[src/rtl/mem_arb_pkg.sv]
// Shared types and defaults for the memory port arbiter.
// Response ownership travels one cycle behind the read grant.
package mem_arb_pkg;

    typedef enum logic [1:0] {
        NONE  = 2'd0,
        FETCH = 2'd1,
        DATA  = 2'd2
    } resp_owner_t;

    localparam int STARVE_LIMIT_DEF = 4;

endpackage

[src/rtl/starve_counter.sv]
// Saturating up-counter of consecutive denied fetch cycles.
// Clear has priority over increment; o_sat flags the priority threshold.
module starve_counter #(
    parameter int LIMIT = 4,
    parameter int W     = $clog2(LIMIT + 1)
) (
    input  logic clk,
    input  logic nrst,
    input  logic i_clr,
    input  logic i_inc,
    output logic o_sat
);

    logic [W-1:0] r_cnt;
    logic         w_sat;

    assign w_sat = (r_cnt == W'(LIMIT));
    assign o_sat = w_sat;

    always_ff @(posedge clk or negedge nrst) begin
        if (!nrst) begin
            r_cnt <= '0;
        end else if (i_clr) begin
            r_cnt <= '0;
        end else if (i_inc && !w_sat) begin
            r_cnt <= r_cnt + 1'b1;
        end
    end

endmodule

[src/rtl/mem_port_arbiter.sv]
// Shares one sync-read memory between fetch (read-only) and data (read/write).
// Data reads win unless fetch has starved; writes use the separate write port.
//
// resp_owner | meaning
// NONE       | no read issued last cycle
// FETCH      | mem_rdata this cycle belongs to fetch
// DATA       | mem_rdata this cycle belongs to the data stage
module mem_port_arbiter
    import mem_arb_pkg::*;
#(
    parameter int STARVE_LIMIT = STARVE_LIMIT_DEF,
    parameter int CNT_W        = $clog2(STARVE_LIMIT + 1)
) (
    input  logic        clk,
    input  logic        nrst,
    input  logic        f_req,
    input  logic [31:0] f_addr,
    input  logic        f_flush,
    output logic        f_gnt,
    output logic        f_rvalid,
    output logic [31:0] f_rdata,
    input  logic        d_req,
    input  logic        d_we,
    input  logic [31:0] d_addr,
    input  logic [31:0] d_wdata,
    output logic        d_gnt,
    output logic        d_rvalid,
    output logic [31:0] d_rdata,
    output logic [31:0] mem_raddr,
    input  logic [31:0] mem_rdata,
    output logic [31:0] mem_waddr,
    output logic [31:0] mem_wdata,
    output logic        mem_wen
);

    resp_owner_t r_resp_owner;
    resp_owner_t w_resp_next;

    logic w_f_live;
    logic w_d_rd;
    logic w_d_wr;
    logic w_fetch_pri;
    logic w_d_rd_gnt;
    logic w_f_gnt;

    assign w_f_live = f_req & ~f_flush;
    assign w_d_rd   = d_req & ~d_we;
    assign w_d_wr   = d_req & d_we;

    assign w_d_rd_gnt = w_d_rd & ~(w_f_live & w_fetch_pri);
    assign w_f_gnt    = w_f_live & ~w_d_rd_gnt;

    assign f_gnt = w_f_gnt;
    assign d_gnt = w_d_wr | w_d_rd_gnt;

    assign mem_raddr = w_d_rd_gnt ? d_addr : f_addr;
    assign mem_waddr = d_addr;
    assign mem_wdata = d_wdata;
    // Gate with reset so no stray write lands while the block is held in reset.
    assign mem_wen   = w_d_wr & nrst;

    starve_counter #(
        .LIMIT (STARVE_LIMIT),
        .W     (CNT_W)
    ) u_starve (
        .clk   (clk),
        .nrst  (nrst),
        .i_clr (w_f_gnt | ~f_req | f_flush),
        .i_inc (f_req & ~w_f_gnt),
        .o_sat (w_fetch_pri)
    );

    always_comb begin
        w_resp_next = NONE;
        if (w_d_rd_gnt) begin
            w_resp_next = DATA;
        end else if (w_f_gnt) begin
            w_resp_next = FETCH;
        end
    end

    always_ff @(posedge clk or negedge nrst) begin
        if (!nrst) begin
            r_resp_owner <= NONE;
        end else begin
            r_resp_owner <= w_resp_next;
        end
    end

    assign f_rvalid = (r_resp_owner == FETCH) & ~f_flush;
    assign d_rvalid = (r_resp_owner == DATA);
    assign f_rdata  = mem_rdata;
    assign d_rdata  = mem_rdata;

endmodule

[config.mk]
export PLATFORM = sky130hd
export DESIGN_NAME = mem_port_arbiter
export DESIGN_NICKNAME = d
export VERILOG_FILES = /design/src/rtl/mem_arb_pkg.sv /design/src/rtl/starve_counter.sv /design/src/rtl/mem_port_arbiter.sv
export SDC_FILE = /design/constraint.sdc
export NUM_CORES = 1
export LEC_CHECK = 0
export CAP_MARGIN = 40
export CORE_AREA = 8 8 110 112
export DETAILED_ROUTE_END_ITERATION = 10
export DIE_AREA = 0 0 118 120
export HOLD_SLACK_MARGIN = 0.06
export PLACE_DENSITY = 0.79
export SYNTH_ARGS = -nofsm -noshare
export SYNTH_HDL_FRONTEND = slang
export SYNTH_HIERARCHICAL = 1
export SYNTH_SLANG_ARGS = --single-unit
export TNS_END_PERCENT = 100
[constraint.sdc]
create_clock -name clk -period 2.4 [get_ports clk]
set_input_delay 0.48 -clock clk [delete_from_list [all_inputs] [get_ports clk]]
set_output_delay 0.48 -clock clk [all_outputs]
set_load 0.02 [all_outputs]
=== Word level (Yosys, flattened, before mapping) ===
Cells that the tools add are included.

* Add/subtract/negate cells: 1
* Muxes and demuxes: 5
* Eq/ne operators: 3
* Reduce and logical (&&, ||, !) cells: 3
* Bitwise operators: 18

{| class="wikitable"
|+ Operators with widths
! operator !! count
|-
| $mux 32 || 1
|-
| $and 1x1->1 || 9
|-
| $mux 3 || 2
|-
| $not 1->1 || 6
|-
| $add 3x1->3 const B || 1
|-
| $eq 3x3->1 const B || 1
|-
| $or 1x1->1 || 3
|-
| $eq 2x1->1 const B || 1
|-
| $eq 2x2->1 const B || 1
|-
| $mux 2 || 1
|-
| $reduce_bool 2->1 || 1
|-
| $logic_and 1x1->1 || 1
|-
| $logic_not 1->1 || 1
|-
| $mux 1 || 1
|}

* Bits in registers: 5
* Bits of input ports: 134
* Logic and storage cells: 32

=== Longest topological paths before layout ===
Gate-level depths: netlist of the first run.

* Depth in word-level cells: 12
* Depth in mapped cells: 10
* Depth with buffers taken out: 8

=== By module ===
The synthesis of the first run kept the hierarchy.

{| class="wikitable"
|+ Modules (own cells, without submodules)
! module !! cells an instance !! instances !! area an instance (um^2) !! seq. area each (um^2)
|-
| mem_port_arbiter || 177 || 1 || 1644.1 || 50.0
|-
| starve_counter || 18 || 1 || 192.7 || 75.1
|}

=== Worst setup path after synthesis of the first run ===
No wires, ideal clock.

* Path type: reg-to-output
* Start: reg u_starve.r_cnt[0]
* End: out f_gnt
* Cell stages (with the launch flop): 9
* Arrival: 1841 ps
* Buffers on the path: 2
* Path slack: 79 ps
* Cell sequence: dfrtp_1 -> inv_1 -> ha_1 -> and2_1 -> nand3b_4 -> nor2b_4 -> buf_8 -> buf_12 -> nor3b_1

* Longest elaborated chain between the ends: 6

{| class="wikitable"
|+ Ends and longest elaborated chain
! what !! line !! text
|-
| from (decl) || starve_counter.sv:14 || <nowiki>logic [W-1:0] r_cnt;</nowiki>
|-
| from (signal assigned) || starve_counter.sv:26 || <nowiki>r_cnt <= r_cnt + 1'b1;</nowiki>
|-
| $eq 3x3->1 || starve_counter.sv:17 || <nowiki>assign w_sat = (r_cnt == W'(LIMIT));</nowiki>
|-
| named net w_fetch_pri || mem_port_arbiter.sv:42 || <nowiki>logic w_fetch_pri;</nowiki>
|-
| $and 1x1->1 || mem_port_arbiter.sv:50 || <nowiki>assign w_d_rd_gnt = w_d_rd & ~(w_f_live & w_fetch_pri);</nowiki>
|-
| $not 1->1 || mem_port_arbiter.sv:50 ||
|-
| $and 1x1->1 || mem_port_arbiter.sv:50 ||
|-
| named net w_d_rd_gnt || mem_port_arbiter.sv:43 || <nowiki>logic w_d_rd_gnt;</nowiki>
|-
| $not 1->1 || mem_port_arbiter.sv:51 || <nowiki>assign w_f_gnt = w_f_live & ~w_d_rd_gnt;</nowiki>
|-
| $and 1x1->1 || mem_port_arbiter.sv:51 ||
|-
| to (decl) || mem_port_arbiter.sv:19 || <nowiki>output logic f_gnt,</nowiki>
|}

The timed path passes the listed nets, and every way through them passes these cells.

=== Final worst setup path of the first run ===
* Start: reg u_starve.r_cnt[0]
* End: out mem_raddr[21]

* Longest elaborated chain between the ends: 5

{| class="wikitable"
|+ Ends and longest elaborated chain
! what !! line !! text
|-
| $eq 3x3->1 || starve_counter.sv:17 ||
|-
| named net w_fetch_pri || mem_port_arbiter.sv:42 ||
|-
| $and 1x1->1 || mem_port_arbiter.sv:50 ||
|-
| $not 1->1 || mem_port_arbiter.sv:50 ||
|-
| $and 1x1->1 || mem_port_arbiter.sv:50 ||
|-
| $mux 32 || mem_port_arbiter.sv:56 || <nowiki>assign mem_raddr = w_d_rd_gnt ? d_addr : f_addr;</nowiki>
|-
| to (decl) || mem_port_arbiter.sv:29 || <nowiki>output logic [31:0] mem_raddr,</nowiki>
|}

The timed path passes the listed nets, and every way through them passes these cells.

==> results of run 1 <==
[critical path, cell delays in order (launching register included)]
cell and delay, ps:
dfrtp_1 340, inv_1 50, ha_2 180, and2_4 170, nand3b_4 70, nor2b_4 210, buf_12 150, buf_16 130
mux2_4 310, buf_6 130
[flip-flops by register name, indices dropped and copies added, names as in the netlist]
register / flops
u_starve/r_cnt: 3
r_resp_owner: 2
[per-stage QoR]
step,setup TNS [ps],instance area [sq um]
2_1_floorplan,0,1837
3_3_place_gp,-14140,2445
3_5_place_dp,-15930,2445
4_1_cts,-2528,2676
5_1_grt,-2980,2708
6_report,-684.4,2708
[logic make-up (layout without fill, tap and decap cells)]
logic type               Yosys count  after routing
buffers and inverters            134            164
multiplexers                      34             34
AND/OR/NAND/NOR                   16             16
flip-flops                         5              5
AO/OA/AOI/OAI                      4              4
adder cells (fa/ha/maj)            2              2
[final timing paths]
kind / end / depth (start not counted)
worst max register to register: u_starve/r_cnt[0] / 10
worst max-delay path: mem_raddr[21] / 9
worst min-delay path: u_starve/r_cnt[2] / 2
min in group clk: u_starve/r_cnt[2] / 2
max in group asynchronous: u_starve/r_cnt[1] / 2
worst min register to register: u_starve/r_cnt[2] / 2
[area by class of cell]
class	instances	area, sq um
well taps	140	175.2
repair buffers	158	1653
flip-flops and latches	5	125.1
multi-input cells	56	701.9
fillers	1112	7800
inverters	2	7.507
clock buffers	4	45.04
[metal layers]
metal / vias to the layer above / global-route usage / part of all wire
met4: 0 / 0.02082 / 0.0087
met5: - / 0 / 0
met1: 574 / 0.08560 / 0.36
li1: 563 / - / -
met3: 7 / 0.07703 / 0.17
met2: 160 / 0.1329 / 0.46
[report_power, final]
part           switching [W]  internal, W
sequential        0.00000101    0.0000868
clock              0.0000401     0.000114
combinational       0.000214     0.000324
total               0.000255     0.000525
[cells in the final DEF, fill, tap and decap left out, types with 2 or more instances in the layout]
master / synthesis / routed
buf_6: 0 / 33
buf_4: 128 / 13
inv_1: 2 / 2
nor2b_1: 2 / 2
dfrtp_1: 5 / 5
clkdlybuf4s50_1: 0 / 100
o21a_1: 2 / 2
dlygate4sd2_1: 0 / 4
nor2_1: 2 / 2
buf_16: 0 / 2
nand2b_1: 2 / 2
mux2_4: 28 / 33
clkbuf_8: 0 / 3
buf_12: 3 / 3
[what timing repair did]
action,4_1_cts,5_1_grt
resized for setup,194,25
setup buffers,6,3
setup endpoints to repair,34,33
cloned,3,0
pin swaps,1,1
==> impl_metrics.tcl, run 1 <==
set metrics [dict create \
    synthesized_area_fraction_occupied_by_ao_oa_aoi_and_oai_cells 0.01703 \
    status "finished, violations left" \
    area.growth.synth_to_final_pct 47.41 \
    num_io_pins 299 \
    die_w_um 118 \
    synthesis.nets 331 \
    via_per_inst 3.573 \
    min_period_over_period 1.018 \
    numCtsBuffers 3 \
    yosysUniqueCellTypes 24 \
    setup_viol 25 \
    synth_most_common_cell "buf_4" \
    timing.critical_path.fanout_max 6 \
    synth-xor-area-share 0 \
    layout.nets 362 \
    timing.max_slew.rel_slack 0.8179 \
    dieArea_sq_mm 0.01416 \
    final.hold.worst_slack_ps 574.2 \
    synth_async_sr_flop_share 1.000 \
    final_core_util 0.2577 \
    antenna_left 0 \
    worst_skew_pair.late_latency_ps 220 \
    setup.worst_path.start "u_starve/r_cnt[0]" \
    grt_pass1_wl_um 9556 \
    grt_pass1_vias 1534 \
    cp_data_arrival_time_ps 1960 \
    timing.fmax_ghz 0.4094 \
    yosys-mux-area-fraction 0.2650 \
    final-max-slew-violation-count 0 \
    initial_utilization 0.1748 \
    postSynth.topFlopCell "dfrtp_1" \
    timing.hold.worst.class "input port to async pin" \
    hold_violations 0 \
    critical_setup_path_class "flip-flop to primary output" \
    max-vdd-ir-drop_mv 0.1893 \
    power-per-cell-area_mw_per_mm2 288.0 \
    required_ps 1920 \
    all_layer_global_routing_usage 0.08645 \
    tritoncts "done" \
    floorplan.rows 38 \
    setup_slack_ps -42.47 \
    instances_no_fill 365 \
    synthSimpleGateAreaFrac 0.06812 \
    post_synthesis_sequential_element_count 5 \
    tritoncts_num_sinks 5 \
    failed_checks "setup timing" \
    fin_skew_ps 1.024 \
    synth_area_leaders "buf_4 (52%), mux2_4 (23%), dfrtp_1 (6.8%)" \
    grt_antenna_before_repair 0 \
    synth_edf_count 0 \
    firstDrtPassIters 4 \
    maximum_number_of_pins_on_one_net_before_global_route_repair 8 \
    synth_common_cells "buf_4 (128), mux2_4 (28), dfrtp_1 (5), mux2_2 (5), buf_12 (3)" \
    num_vias 1304 \
    worst_r2r_startpoint "u_starve/r_cnt[0]" \
    cp-end-kind "primary output" \
    core_area_sq_mm 0.01051 \
    worst_slew_pin_slew_ps 272.4 \
    routed_wirelength_um 6565 \
    insertedDiodeCount 0 \
    reported_max_cap_violation_count 0 \
    ff2ff_setup_slack_ps 530 \
    crit_path_start_kind "flip-flop" \
    syn_area_sq_mm 0.001837 \
    yosys.area_share.adder 0.01362 \
    globalRoute.totalOverflow 0 \
    netlist.top_cell.by_area "buf_4" \
    synth.yosys.seq_area_share 0.06812 \
    cts.htree.levels 1 \
    leakage_nw 1.194 \
    chipHeight_um 120 \
    syn-mean-instance-area_sq_um 9.419 \
    worst_setup_hold_path_clk_slew_ps 40 \
    max-clock-path-buffers 2 \
    layout-drive-gt1-share 0.4267 \
    grt_setup_unrepaired "yes" \
    place.detailed.hpwl_um 5387 \
    number_of_remaining_drc_errors 0 \
    drt-initial-drc-count 15 \
    synth_top_family_by_area "buffers and inverters" \
    power.total_w 0.0007799 \
    cts-root-buf "clkbuf_8" \
    postSynthCellCount 195 \
    final.min_clock_period_ps 2442 \
    port-buffer-count 138 \
    synth.top_cell.area_share 0.5232 \
    wl_per_cell_um 17.99 \
    place_inst 351 \
    dpl_worst_slack_ps -538.7 \
    routabilityCongestion 0.6785 \
    post_cts_hold_buffer_count 0 \
    yosys_warnings 6 \
]
No activity file was read; power rests on OpenSTA's default activity.
==> run 2, diff against run 1 <==
--- a/config.mk
+++ b/config.mk
@@ -6,13 +6,13 @@
 export NUM_CORES = 1
 export LEC_CHECK = 0
 export CAP_MARGIN = 40
-export CORE_AREA = 8 8 110 112
+export CORE_AREA = 8 8 111 113
 export DETAILED_ROUTE_END_ITERATION = 10
-export DIE_AREA = 0 0 118 120
+export DIE_AREA = 0 0 119 121
 export HOLD_SLACK_MARGIN = 0.06
-export PLACE_DENSITY = 0.79
+export PLACE_DENSITY = 0.76
+export SETUP_SLACK_MARGIN = 0.4
 export SYNTH_ARGS = -nofsm -noshare
 export SYNTH_HDL_FRONTEND = slang
-export SYNTH_HIERARCHICAL = 1
 export SYNTH_SLANG_ARGS = --single-unit
 export TNS_END_PERCENT = 100
==> constraint.sdc (replaced) <==
create_clock -name clk -period 2.6 [get_ports clk]
set_input_delay 0.52 -clock clk [delete_from_list [all_inputs] [get_ports clk]]
set_output_delay 0.52 -clock clk [all_outputs]
set_load 0.02 [all_outputs]
==> run 2 against run 1 <==
Wire length down 3.5%. Via count fell by 6.8%. First-iteration DRC count fell by 60%. Highest routed layer unchanged. The run now ends clean. Critical path depth fell by 2. Sequential share of layout area grew 0.15 points.
==> impl_metrics.tcl, run 2 <==
set metrics [dict create \
    synth_async_sr_flop_share 1.000 \
    post_cts_hold_buffer_count 0 \
    tritoncts_num_sinks 5 \
    postSynth.topFlopCell "dfrtp_1" \
    num_vias 1215 \
    die_w_um 119 \
    worstPathCellList "buf_6 > nor2b_4 > a311o_2 > buf_12 > buf_12 > mux2_4 > buf_6" \
    synth_most_common_cell "buf_4" \
    routabilityCongestion 0.6658 \
    synth_common_cells "buf_4 (128), mux2_4 (26), mux2_1 (6)" \
    top_flop_regs "u_starve.r_cnt (3), r_resp_owner (2)" \
    cp_data_arrival_time_ps 1920 \
    critical_path.top_delay_family "buffers and inverters" \
    wl_per_cell_um 17.95 \
    largest_register "u_starve.r_cnt" \
    timing.critical_path.fanout_max 8 \
    number_of_remaining_drc_errors 0 \
    min_period_over_period 0.9376 \
    synth.yosys.seq_area_share 0.07326 \
    syn_area_sq_mm 0.001708 \
    area.growth.synth_to_final_pct 53.70 \
    yosysUniqueCellTypes 17 \
    chipHeight_um 121 \
    globalRoute.totalOverflow 0 \
    timing.fmax_ghz 0.4102 \
    final_core_util 0.2476 \
    timing.max_slew.rel_slack 0.7775 \
    post_synthesis_sequential_element_count 5 \
    final-max-slew-violation-count 0 \
    port-buffer-count 138 \
    timing.hold.worst.class "flip-flop to flip-flop" \
    tritoncts "done" \
    crit_path_start_kind "input port" \
    status "finished, final reports clean" \
    cp-end-kind "primary output" \
    place.detailed.hpwl_um 5098 \
    cts.htree.levels 1 \
    finalSetupTns_ps 0 \
    insertedDiodeCount 0 \
    worst_setup_hold_path_clk_slew_ps 40 \
    firstDrtPassIters 2 \
    layout.nets 350 \
    maximum_number_of_pins_on_one_net_before_global_route_repair 9 \
    final_cell_mix "clkdlybuf4s50_1 (92), buf_6 (36), mux2_4 (32)" \
    max_stage_delay_ps 440 \
    hold_violations 0 \
    routed_wirelength_um 6337 \
    grt_pass1_vias 1516 \
    worst_slew_pin_slew_ps 335.0 \
    cts-root-buf "clkbuf_8" \
    most_common_cell_after_layout_fill_and_taps_aside "clkdlybuf4s50_1" \
    cpMaxStageDelayCell "a311o_2" \
    max-clock-path-buffers 2 \
    dieArea_sq_mm 0.01440 \
    netlist.top_cell.by_area "buf_4" \
    postSynthCellCount 188 \
    fin_skew_ps 3.112 \
    synthesis.nets 324 \
    synth.top_cell.area_share 0.5626 \
    syn-mean-instance-area_sq_um 9.085 \
    worst-path-buf-inv 4 \
    core_area_sq_mm 0.01060 \
    final.min_clock_period_ps 2438 \
    filler_cell_count 1119 \
    max-vdd-ir-drop_mv 0.2429 \
    power-per-cell-area_mw_per_mm2 277.6 \
    drt-initial-drc-count 6 \
    antenna_left 0 \
    worst_skew_pair.late_latency_ps 220 \
    grt_antenna_before_repair 0 \
    floorplan.rows 38 \
    layout-drive-gt1-share 0.4366 \
    yosys_warnings 0 \
    leakage_nw 1.209 \
    grt_setup_unrepaired "yes" \
    required_ps 2080 \
    reported_max_cap_violation_count 0 \
    synth_edf_count 0 \
    all_layer_global_routing_usage 0.08279 \
    synth_area_leaders "buf_4 (56%), mux2_4 (23%), dfrtp_1 (7.3%)" \
    critical_setup_path_class "input port to primary output" \
    via_per_inst 3.442 \
    grt_pass1_wl_um 9349 \
    largest_reg_flops 3 \
    numCtsBuffers 3 \
    initial_utilization 0.1611 \
    num_io_pins 299 \
    setup_viol 0 \
]
==> run 2: final cells by class <==
cell class / count / area [sq um] / area share
inverters: 4 / 17.52 / 0.006673
clock inverters: 1 / 5.005 / 0.001907
clock buffers: 3 / 41.29 / 0.01573
flip-flops and latches: 5 / 125.1 / 0.04766
repair buffers: 153 / 1655 / 0.6306
multi-input cells: 47 / 605.6 / 0.2307
well taps: 140 / 175.2 / 0.06673
==> run 2: worst paths after layout <==
kind / from / endpoint / depth (start not counted) / slack, ps
max: f_req / mem_raddr[13] / 7 / 160
min reg2reg: u_starve.r_cnt[0] / u_starve.r_cnt[0] / 2 / 550
min in group asynchronous: nrst / u_starve.r_cnt[2] / 2 / 600
max reg2reg: u_starve.r_cnt[1] / u_starve.r_cnt[2] / 7 / 1020
min: u_starve.r_cnt[0] / u_starve.r_cnt[0] / 2 / 550
max in group asynchronous: nrst / u_starve.r_cnt[1] / 2 / 1890
==> run 2: per-layer routing <==
metal	wire [um]	global-route usage
met4	87	0.02134
met5	0	0
met3	1024	0.06189
met1	2207	0.08313
met2	3017	0.1338
==> run 2: cells by family (layout without fill, tap and decap cells) <==
logic type | Yosys count | after routing | synth area share
mux | 32 | 32 | 0.2681
flops | 5 | 5 | 0.07326
simple gates | 11 | 11 | 0.03517
buf+inv | 136 | 161 | 0.5978
compound gates | 1 | 1 | 0.005861
fa+ha+maj | 2 | 2 | 0.01465
xor+xnor | 1 | 1 | 0.005129
==> run 2: metrics by stage <==
step           power (W)  worst slack, ps  instance area (sq um)  instances  hold slack, ps
2_1_floorplan  0.0005146            471.9                   1708        188           224.4
3_3_place_gp   0.0005287           -483.8                   2322        339           457.7
3_5_place_dp   0.0005320           -521.4                   2322        339           482.9
4_1_cts        0.0007383            109.1                   2604        351           541.1
5_1_grt        0.0007634            111.2                   2625        353           574.0
6_report       0.0007287            162.3                   2625        353           545.8
==> run 2: worst register-to-register path, delay by kind of cell, from the launching register on <==
family	cells	cell delay [ps]
buffers and inverters	4	470
AND/OR/NAND/NOR	1	150
AO/OA/AOI/OAI	1	360
flip-flops	1	350
adder cells (fa/ha/maj)	1	170
==> run 2: timing repair <==
| action | in CTS | in global routing |
|---|---|---|
| setup buffers | 4 | 2 |
| gates resized for setup | 234 | 6 |
| pin swaps | 2 | 1 |
| setup endpoints to repair | 42 | 34 |
| cloned | 4 | 0 |
==> run 2: power by group <==
part	total (W)	internal (W)	switching, W
clock network	0.000145	0.000103	0.0000416
logic	0.000503	0.000304	0.000199
registers	0.0000812	0.0000803	0.000000897
total	0.000729	0.000487	0.000242
==> run 3, diff against run 2 <==
--- a/config.mk
+++ b/config.mk
@@ -7,6 +7,7 @@
 export LEC_CHECK = 0
 export CAP_MARGIN = 40
 export CORE_AREA = 8 8 111 113
+export CTS_BUF_LIST = sky130_fd_sc_hd__clkbuf_8 sky130_fd_sc_hd__clkbuf_16
 export DETAILED_ROUTE_END_ITERATION = 10
 export DIE_AREA = 0 0 119 121
 export HOLD_SLACK_MARGIN = 0.06
==> results of run 3 <==
The final DEF is identical to that of run 2; final timing and power are the same.
